[config.mk]
export PLATFORM = sky130hd
export DESIGN_NAME = fft_sample_framer
export DESIGN_NICKNAME = d
export VERILOG_FILES = /design/src/rtl/fft_sample_framer.sv
export SDC_FILE = /design/constraint.sdc
export NUM_CORES = 1
export LEC_CHECK = 0
export CAP_MARGIN = 0
export CORE_AREA = 2 2 103 105
export DETAILED_ROUTE_END_ITERATION = 10
export DIE_AREA = 0 0 105 107
export DONT_BUFFER_PORTS = 1
export PLACE_DENSITY = 0.77
export SETUP_SLACK_MARGIN = 0.3
export SYNTH_ARGS = -nofsm -noshare
export SYNTH_HDL_FRONTEND = slang
export SYNTH_SLANG_ARGS = --single-unit
[constraint.sdc]
create_clock -name clk -period 3.05 [get_ports clk]
set_input_delay 0.915 -clock clk [delete_from_list [all_inputs] [get_ports clk]]
set_output_delay 0.915 -clock clk [all_outputs]
set_load 0.005 [all_outputs]
[src/rtl/fft_sample_framer.sv]
// Captures one complex sample per divided-clock rising edge, tags it with its
// point index, and queues it in a show-ahead FIFO for the FFT core.
module fft_sample_framer #(
  parameter int DATA_W     = 16,
  parameter int FFT_N      = 16,
  parameter int FIFO_DEPTH = 4
) (
  input  logic                     clk,
  input  logic                     rst,
  input  logic                     clk_div,
  input  logic                     en,
  input  logic [DATA_W-1:0]        din_re,
  input  logic [DATA_W-1:0]        din_im,
  input  logic                     clear_ovf,
  output logic                     dout_valid,
  input  logic                     dout_ready,
  output logic [DATA_W-1:0]        dout_re,
  output logic [DATA_W-1:0]        dout_im,
  output logic [$clog2(FFT_N)-1:0] dout_idx,
  output logic                     dout_sop,
  output logic                     dout_eop,
  output logic                     ovf
);

  localparam int IW = $clog2(FFT_N);
  localparam int AW = $clog2(FIFO_DEPTH);
  localparam int EW = 2 * DATA_W + IW;
  localparam logic [AW:0]   FULL_CNT = AW'(FIFO_DEPTH - 1) + 1'b1;
  localparam logic [IW-1:0] LAST_IDX = IW'(FFT_N - 1);

  typedef enum logic {IDLE, RUN} state_t;

  state_t        state;
  state_t        state_nxt;
  logic          div_q;
  logic [IW-1:0] idx;
  logic [EW-1:0] mem [FIFO_DEPTH];
  logic [AW-1:0] rd_ptr;
  logic [AW-1:0] wr_ptr;
  logic [AW:0]   count;
  logic [EW-1:0] head;

  logic rise;
  logic empty;
  logic full;
  logic pop;
  logic cap;
  logic wr;
  logic drop;

  assign rise  = clk_div & ~div_q;
  assign empty = (count == '0);
  assign full  = (count == FULL_CNT);
  assign pop   = ~empty & dout_ready;
  assign cap   = (state == RUN) & en & rise;
  // A full FIFO still takes the sample when the head leaves this cycle.
  assign wr    = cap & (~full | pop);
  assign drop  = cap & full & ~pop;

  always_comb begin
    state_nxt = state;
    unique case (state)
      IDLE: if (en) state_nxt = RUN;
      RUN:  if (!en) state_nxt = IDLE;
    endcase
  end

  always_ff @(posedge clk) begin
    if (rst) begin
      div_q  <= 1'b0;
      state  <= IDLE;
      idx    <= '0;
      rd_ptr <= '0;
      wr_ptr <= '0;
      count  <= '0;
      ovf    <= 1'b0;
    end else begin
      div_q <= clk_div;
      state <= state_nxt;
      if ((state == RUN && !en) || drop)
        idx <= '0;
      else if (wr)
        idx <= idx + 1'b1;
      if (wr)
        wr_ptr <= wr_ptr + 1'b1;
      if (pop)
        rd_ptr <= rd_ptr + 1'b1;
      if (wr && !pop)
        count <= count + 1'b1;
      else if (pop && !wr)
        count <= count - 1'b1;
      if (drop)
        ovf <= 1'b1;
      else if (clear_ovf)
        ovf <= 1'b0;
    end
  end

  always_ff @(posedge clk) begin
    if (wr)
      mem[wr_ptr] <= {din_re, din_im, idx};
  end

  assign head       = empty ? '0 : mem[rd_ptr];
  assign dout_valid = ~empty;
  assign dout_re    = head[EW-1 -: DATA_W];
  assign dout_im    = head[IW +: DATA_W];
  assign dout_idx   = head[IW-1:0];
  assign dout_sop   = ~empty & (dout_idx == '0);
  assign dout_eop   = ~empty & (dout_idx == LAST_IDX);

endmodule

==> impl_metrics.env <==
export IMPL_worstSetupEndpointType="primary output"
export IMPL_yosys_warnings=0
export IMPL_drive_gt1_share_pct=29.7
export IMPL_syn_avg_cell_area_sq_um=20.0
export IMPL_stdcell_area_sq_um=7060
export IMPL_dpl_hpwl_um=5970
export IMPL_grt_pass1_vias=2911
export IMPL_holdBufCountCts=0
export IMPL_min_period_over_period_pct=94.8
export IMPL_p_sw_mw=1.51
export IMPL_p_comb_share_pct=24.3
export IMPL_max_slew_margin_rel_pct=34.7
export IMPL_timing_max_cap_violations=0
export IMPL_cp_required_ps=2130
export IMPL_r2r_start="count[2]"
export IMPL_vias=2836
export IMPL_final_setup_tns_ps=0
export IMPL_core_sq_um=10100
export IMPL_die_w_um=105
export IMPL_syn_num_nets=354
export IMPL_place_area_sq_um=6340
export IMPL_drtAntennaViolNets=0
export IMPL_drt_wl_total_um=10700
export IMPL_syn_cell_area_sq_um=6170
export IMPL_clk_pin_slew_worst_paths_ps=60
export IMPL_yosysTopAreaCellShare_pct=70.1
export IMPL_layout_common_cells="144 x edfxtp_1, 36 x mux4_2, 30 x and2_1"
export IMPL_leakage_nw=2.30
export IMPL_p_clk_share_pct=31.9
export IMPL_grt_use_total_pct=19.2
export IMPL_port_buffer_count=0
export IMPL_fin_crit_ps=2890
export IMPL_cts_root_buf="clkbuf_8"
export IMPL_worst_pin_slew_ps=980
export IMPL_io_pins=78
export IMPL_yosysTopAreaCell="edfxtp_1"
export IMPL_grt_start_max_net_pins=37
export IMPL_finalHoldViolCount=0
export IMPL_status="complete, no violations"
export IMPL_yosysSeqAreaShare_pct=75.3
export IMPL_worstSetupEndpoint="dout_sop"
export IMPL_fmax_mhz=346
export IMPL_grt_setup_unrepaired="true"
export IMPL_ys_ff_latch=160
export IMPL_antenna_found_initial=0
export IMPL_p_seq_share_pct=43.7
export IMPL_start_util_pct=61.1
export IMPL_antenna_cells=0
export IMPL_fillCellCount=658
export IMPL_wl_per_cell_um=22.1
export IMPL_tritoncts="built"
export IMPL_swShare_pct=26.3
export IMPL_p_per_area_nw_per_um2=815
export IMPL_drtPass1Iterations=4
export IMPL_drt_iter0_drc=185
export IMPL_std_cell_rows=37
export IMPL_ys_types=30
export IMPL_syn_inst=309
export IMPL_synth_area_leaders="edfxtp_1 70%, mux4_2 13%, dfxtp_1 5.2%, and2_1 4.2%, ha_1 1.2%"
export IMPL_internal_power_mw=4.24
export IMPL_cts_buffers=17
export IMPL_clock_sinks=160
export IMPL_final_common_cell="edfxtp_1"
export IMPL_vias_per_cell=5.87
export IMPL_grt_first_pass_wirelength_um=15500
export IMPL_fin_nets=380
export IMPL_cp_arrival_ps=1980
export IMPL_crit_fanout=5
export IMPL_cts_max_path_buffers=2
export IMPL_clock_skew_ps=8.03
export IMPL_r2r_slack_ps=540
export IMPL_die_area_sq_um=11200
export IMPL_startpoint_type="register"
export IMPL_path_class="register to primary output"
export IMPL_ir_drop_mv=0.539
export IMPL_routabilityCongestion=0.746
export IMPL_r2r_end="count[2]"
export IMPL_clkLatencyLatePin_ps=520
export IMPL_drc=0
export IMPL_dieHeight_um=107
export IMPL_syn2layout_area_growth_pct=14.4
export IMPL_r2r_cells=8
export IMPL_htreeDepth=4
export IMPL_grt_overflow=0
export IMPL_hold_class="input port to register"
export IMPL_setup_violations=0
export IMPL_slew_violations=0
[how the worst min path moves through the flow]
stage | end | from | slack (ps) | depth (start not counted)
final | state | rst | 450 | 1
after global routing | state | rst | 420 | 1
after CTS | state | rst | 430 | 1
after detailed placement | count[2] | count[2] | 490 | 2
after global placement | count[2] | count[2] | 470 | 2
after floorplan | count[2] | count[2] | 460 | 2
[per-layer routing]
metal	track usage (%)	vias up	part of all wire (%)
met5	0	-	0
met4	8.10	0	1.4
met3	7.36	13	7.9
met2	31.9	105	52
met1	22.7	1448	39
li1	-	1270	-
[cell usage after synthesis (all sizes together)]
cell type    n
a21oi        6
nor4         1
xnor2        1
mux4        36
fa           1
mux2i        1
clkbuf       6
xor2         4
nor3         1
and2        41
ha           6
dfxtp       16
o21ai        4
buf          7
inv          5
nand2        3
edfxtp     144
nand4b       1
a22oi        1
nand3b       1
and4         1
nor2        13
a21o         1
or3          2
nand3        2
nor2b        3
nor4b        1
[final cells by class]
cell class | instances | area, sq um | share of cell area, %
Tap cell | 136 | 170 | 2.41
Inverter | 5 | 18.8 | 0.266
Multi-Input combinational cell | 133 | 1490 | 21.0
Clock buffer | 17 | 414 | 5.87
Sequential cell | 160 | 4650 | 65.9
Clock inverter | 14 | 101 | 1.44
Timing Repair Buffer | 18 | 219 | 3.10
[metrics by stage]
stage | hold WS, ps | cells | setup WS (ps) | power (mW) | utilization [%]
floorplan | 461 | 309 | 338 | 3.40 | -
global placement | 469 | 440 | 378 | 3.61 | 62.8
detailed placement | 493 | 440 | 317 | 3.63 | 62.8
CTS | 431 | 474 | 178 | 5.50 | 68.3
global route | 421 | 483 | 40.6 | 5.99 | 70.0
finish | 446 | 483 | 158 | 5.75 | 70.0
[power by group through the flow]
stage / Combinational (mW) / Clock (mW) / Sequential [mW]
2_1_floorplan: 0.891 / 0 / 2.51
4_1_cts: 1.15 / 1.85 / 2.50
6_report: 1.40 / 1.84 / 2.52
3_5_place_dp: 1.07 / 0 / 2.55
5_1_grt: 1.52 / 1.95 / 2.52
3_3_place_gp: 1.06 / 0 / 2.55
[worst max-delay path, cell delays in order, from the launching register on]
cell     delay [ps]
dfxtp_4         370
buf_6           100
mux4_2          520
nor4_2          280
and2_1          180
[cells by family after synthesis]
logic type	Yosys count	share of synthesized area, %
mux	37	13.3
flops	160	75.3
compound gates	12	1.05
fa+ha+maj	7	1.54
buf+inv	18	1.46
xor+xnor	5	0.710
simple gates	70	6.67
[state kept, by name, summed over array words and instances, names as in the netlist, named ones only]
signal,flops
mem,144
idx,4
count,3
rd_ptr,2
wr_ptr,2
div_q,1
ovf,1
state,1
[timing repair]
item,in CTS,in global routing
endpoints found under the setup margin,38,36
resized for setup,7,18
cloned,0,4
buffers inserted,3,5
pin swaps,1,2
(Power assumes the default switching activity.)
